==> src/rtl/pipe_hazard_ctrl.sv <==
// ID-side hazard and forwarding controller for the 5-stage pipeline.
// Shadows the two instructions ahead of ID to pick forwarding sources and insert load-use bubbles.
module pipe_hazard_ctrl #(
  parameter int CNT_W = 16
) (
  input  logic             clk,
  input  logic             rst,
  input  logic             hold,
  input  logic             ID_valid,
  input  logic [4:0]       ID_rs,
  input  logic [4:0]       ID_rt,
  input  logic             ID_useA,
  input  logic             ID_useB,
  input  logic             ID_RegW,
  input  logic             ID_RegW_Src,
  input  logic [4:0]       ID_WBdst,
  input  logic             ID_stopNext,
  output logic [1:0]       ID_AluAsrc,
  output logic [1:0]       ID_FwdB,
  output logic             stall_PC,
  output logic             stall_IF_ID,
  output logic             bubble_ID_EXE,
  output logic             flush_IF_ID,
  output logic [CNT_W-1:0] stall_cnt,
  output logic [CNT_W-1:0] flush_cnt
);

  typedef enum logic {RUN, LU_STALL} state_t;

  state_t     state_reg, state_next;
  logic       e_v_reg, e_regw_reg, e_load_reg;
  logic [4:0] e_dst_reg;
  logic       m_v_reg, m_regw_reg;
  logic [4:0] m_dst_reg;
  logic [CNT_W-1:0] stall_cnt_reg, flush_cnt_reg;

  logic [4:0] src   [2];
  logic [1:0] use_op;
  logic [1:0] hit_e, hit_m;
  logic [1:0] fwd   [2];
  logic       lu, stall, flush;

  assign src[0] = ID_rs;
  assign src[1] = ID_rt;
  assign use_op = {ID_useB, ID_useA};

  // Operand 0 is rs, operand 1 is rt; the nearer producer always wins.
  genvar gi;
  generate
    for (gi = 0; gi < 2; gi++) begin : g_fwd
      assign hit_e[gi] = e_v_reg & e_regw_reg & (e_dst_reg == src[gi]) & (src[gi] != 5'd0);
      assign hit_m[gi] = m_v_reg & m_regw_reg & (m_dst_reg == src[gi]) & (src[gi] != 5'd0);
      always_comb begin
        fwd[gi] = 2'b00;
        if (use_op[gi]) begin
          if (hit_e[gi])      fwd[gi] = 2'b01;
          else if (hit_m[gi]) fwd[gi] = 2'b10;
        end
      end
    end
  endgenerate

  assign ID_AluAsrc = fwd[0];
  assign ID_FwdB    = fwd[1];

  assign lu = ID_valid & e_load_reg & |(use_op & hit_e);

  always_comb begin
    state_next = state_reg;
    stall      = 1'b0;
    case (state_reg)
      RUN: begin
        if (lu && !hold) begin
          stall      = 1'b1;
          state_next = LU_STALL;
        end
      end
      LU_STALL: begin
        // E holds the bubble now, so the dependent instruction forwards from M.
        if (!hold) state_next = RUN;
      end
      default: state_next = RUN;
    endcase
  end

  assign flush         = ID_valid & ID_stopNext & ~stall & ~hold;
  assign stall_PC      = stall;
  assign stall_IF_ID   = stall;
  assign bubble_ID_EXE = stall;
  assign flush_IF_ID   = flush;
  assign stall_cnt     = stall_cnt_reg;
  assign flush_cnt     = flush_cnt_reg;

  always_ff @(posedge clk or posedge rst) begin
    if (rst) begin
      state_reg     <= RUN;
      e_v_reg       <= 1'b0;
      e_regw_reg    <= 1'b0;
      e_load_reg    <= 1'b0;
      e_dst_reg     <= 5'd0;
      m_v_reg       <= 1'b0;
      m_regw_reg    <= 1'b0;
      m_dst_reg     <= 5'd0;
      stall_cnt_reg <= '0;
      flush_cnt_reg <= '0;
    end else if (!hold) begin
      state_reg  <= state_next;
      m_v_reg    <= e_v_reg;
      m_regw_reg <= e_regw_reg;
      m_dst_reg  <= e_dst_reg;
      if (stall || !ID_valid) begin
        e_v_reg    <= 1'b0;
        e_regw_reg <= 1'b0;
        e_load_reg <= 1'b0;
        e_dst_reg  <= 5'd0;
      end else begin
        e_v_reg    <= 1'b1;
        e_regw_reg <= ID_RegW;
        e_load_reg <= ID_RegW_Src;
        e_dst_reg  <= ID_WBdst;
      end
      if (stall && (stall_cnt_reg != {CNT_W{1'b1}}))
        stall_cnt_reg <= stall_cnt_reg + CNT_W'(1);
      if (flush && (flush_cnt_reg != {CNT_W{1'b1}}))
        flush_cnt_reg <= flush_cnt_reg + CNT_W'(1);
    end
  end

endmodule
==> config.mk <==
export PLATFORM = sky130hd
export DESIGN_NAME = pipe_hazard_ctrl
export DESIGN_NICKNAME = d
export VERILOG_FILES = /design/src/rtl/pipe_hazard_ctrl.sv
export SDC_FILE = /design/constraint.sdc
export NUM_CORES = 1
export LEC_CHECK = 0
export BUFFER_PORTS_ARGS = -buffer_cell sky130_fd_sc_hd__buf_2
export CORE_ASPECT_RATIO = 0.6
export CORE_UTILIZATION = 55
export CTS_CLUSTER_DIAMETER = 80
export DETAILED_ROUTE_END_ITERATION = 10
export GPL_ROUTABILITY_DRIVEN = 0
export GPL_TIMING_DRIVEN = 0
export PLACE_DENSITY = 0.83
export REMOVE_ABC_BUFFERS = 1
export SLEW_MARGIN = 20
export SYNTH_ARGS = -nofsm -noshare
export SYNTH_HDL_FRONTEND = slang
export SYNTH_SLANG_ARGS = --single-unit
export TNS_END_PERCENT = 30
==> constraint.sdc <==
create_clock -name clk -period 2.75 [get_ports clk]
set_input_delay 0.1375 -clock clk [delete_from_list [all_inputs] [get_ports clk]]
set_output_delay 0.1375 -clock clk [all_outputs]
set_load 0.02 [all_outputs]
==> qor.txt <==
status: finished, final reports clean
R2R depth: 6
Pins Over Slew Limit: 0
Slew headroom: 0.586
TNS Setup: 0 ns
Worst-Skew Late Latency: 0.30 ns
pin count of the biggest net entering global routing: 28
layout cells sized above 1: 0.301
initial antenna violation count: 0
post-CTS setup buffers: 0
clock sinks: 48
Critical Path RT: 2.61 ns
most frequent cells in the layout: buf_2 (63), dfrtp_1 (48), xnor2_1 (26), xor2_1 (22), nand4_1 (17)
first-pass GRT wire length: 8740 µm
Worst Tran Pin Value: 0.619 ns
Final ANT Viol Nets: 0
min cycle time layout: 2.38 ns
post-synthesis sequential area ratio: 0.485
VDD IR max: 0.263 mV
htree depth: 2
R2R setup slack: 0.50 ns
mean post-synth cell area: 11.2 µm²
Final HPWL DP: 4000 µm
Hold Fails Final Rpt: 0
final setup violation count: 0
fmax: 0.419 GHz
Starting Density: 0.588
die height: 54.0 µm
total track usage: 0.251
routed len/inst: 15.7 µm
Cell Pwr Density: 509 nW/µm²
Die Wd: 88.6 µm
main area contributors after synthesis: dfrtp_1 (48%), xnor2_1 (9.2%), xor2_1 (7.8%)
detailed-route via count: 1908
Post-synth EDFFs: 0
vias per cell: 5.51
Worst-path clk slew: 0.08 ns
IO Pins: 64
TritonCTS Buffers: 5
reg-to-reg critical path startpoint: e_dst_reg[4]
CTS tree: done
HP Class: input port to flip-flop
Filler Cell Count: 330
critical path endpoint category: primary output
diode count: 0
CP startpoint kind: flip-flop
count of routing violations after the opening detailed-route iteration: 80
Cells after Synth: 221
Leak Pwr: 1.49 nW
Worst Hold Slack: 0.0481 ns
total wire length: 5420 µm
CTS max path bufs: 2
Pre-antenna DRT Iters: 4
top_reg_cell synth: dfrtp_1
input/output buffers: 63
CORE AREA: 4210 µm²
yosys warns: 0
async set or reset register ratio after synthesis: 1.00
DRC Markers: 0
Unique masters post-synth: 31
RR Endpoint: e_load_reg
Synth top area share: 0.485
gr ovfl total: 0
CTS root buf: clkbuf_8
critical path peak fanout: 25
Synth area leader: dfrtp_1
Syn Std Cell Area: 2480 µm²
Tcrit/Tclk final: 0.867
vias in the first global route: 1828
RSZ-0062 raised after global routing: false
Clock Skew: 0.00454 ns
Worst setup startpoint: e_dst_reg[4]
most common cell after layout, fill and taps aside: buf_2
Final #Nets: 312
placed cells: 338
Setup CP Type: flip-flop to primary output
Cell Count, Final, Fillers Out: 346
die footprint: 4790 µm²
# rows: 18
# Max-Cap Violations: 0
last element of the critical path: flush_IF_ID
Seq cells post-synth: 48
area delta synth->final: 18.0%
WP data arrival: 2.25 ns
==> cell usage after synthesis (all sizes together) (2+ instances only) <==
library cell	number
or4	2
a22o	7
and3	10
buf	5
nor3	13
and2	2
nand4	17
inv	5
clkbuf	2
nor4	7
xnor2	26
mux2	11
nand2	12
ha	2
nor2	8
xor2	22
dfrtp	48
nand3	12
o21ai	3
==> where the power goes <==
part / switching [W] / internal (W) / total [W]
Clock: 0.000221 / 0.000173 / 0.000394
Sequential: 0.0000681 / 0.000759 / 0.000828
Combinational: 0.000143 / 0.000123 / 0.000265
==> kinds of logic after synthesis <==
| family | Yosys count | synth area share |
|---|---|---|
| and+or+nand+nor | 88 | 0.205 |
| adders and majority gates | 2 | 0.0101 |
| AOI/OAI and AO/OA | 12 | 0.0500 |
| buffers and inverters | 12 | 0.0288 |
| xor gates and xnor gates | 48 | 0.170 |
| DFF | 48 | 0.485 |
| muxes | 11 | 0.0515 |
==> area by class of cell <==
type,count,area (µm²),share of cell area
clock buffers,6,72.6,0.0248
clock inverters,1,5.00,0.00171
inverters,5,18.8,0.00642
multi-input cells,161,1200,0.412
flip-flops and latches,48,1200,0.411
well taps,60,75.1,0.0257
repair buffers,65,345,0.118
==> metal layers <==
layer | wire length, µm | vias up | track usage
met1 | 2610 | 927 | 0.353
li1 | - | 915 | -
met2 | 2470 | 62 | 0.386
met5 | 0 | - | 0
met3 | 301 | 4 | 0.0537
met4 | 36 | 0 | 0.0914
==> critical path, stage by stage (launching register included) <==
cell and delay (ns):
dfrtp_1 0.45, xnor2_1 0.19, nand4_1 0.22, nor4_4 0.40
o21ai_4 0.27, and3_1 0.26, buf_2 0.15
==> worst min path at each step <==
| stage | startpoint | end | cells after the start |
|---|---|---|---|
| after global routing | ID_WBdst[1] | e_dst_reg[1] | 2 |
| after global placement | ID_WBdst[1] | e_dst_reg[1] | 2 |
| final | ID_WBdst[1] | e_dst_reg[1] | 2 |
| after floorplan | hold | state_reg | 2 |
| after detailed placement | rst | stall_cnt[10] | 2 |
| after CTS | ID_WBdst[2] | e_dst_reg[2] | 2 |
==> metrics by stage <==
step                       util  power (W)  cell area [µm²]  worst slack, ns
after floorplan               -   0.000998             2420            0.723
after global placement    0.668    0.00108             2820            0.398
after detailed placement  0.673    0.00111             2840            0.390
after CTS                 0.694    0.00149             2920            0.360
after global routing      0.694    0.00156             2920            0.217
final                     0.694    0.00149             2920            0.366
==> repair_timing <==
action | in CTS | in global routing
hold endpoints to repair | 21 | 0
resized for setup | 0 | 0
hold buffers | 1 | 0
(Power assumes the default switching activity.)
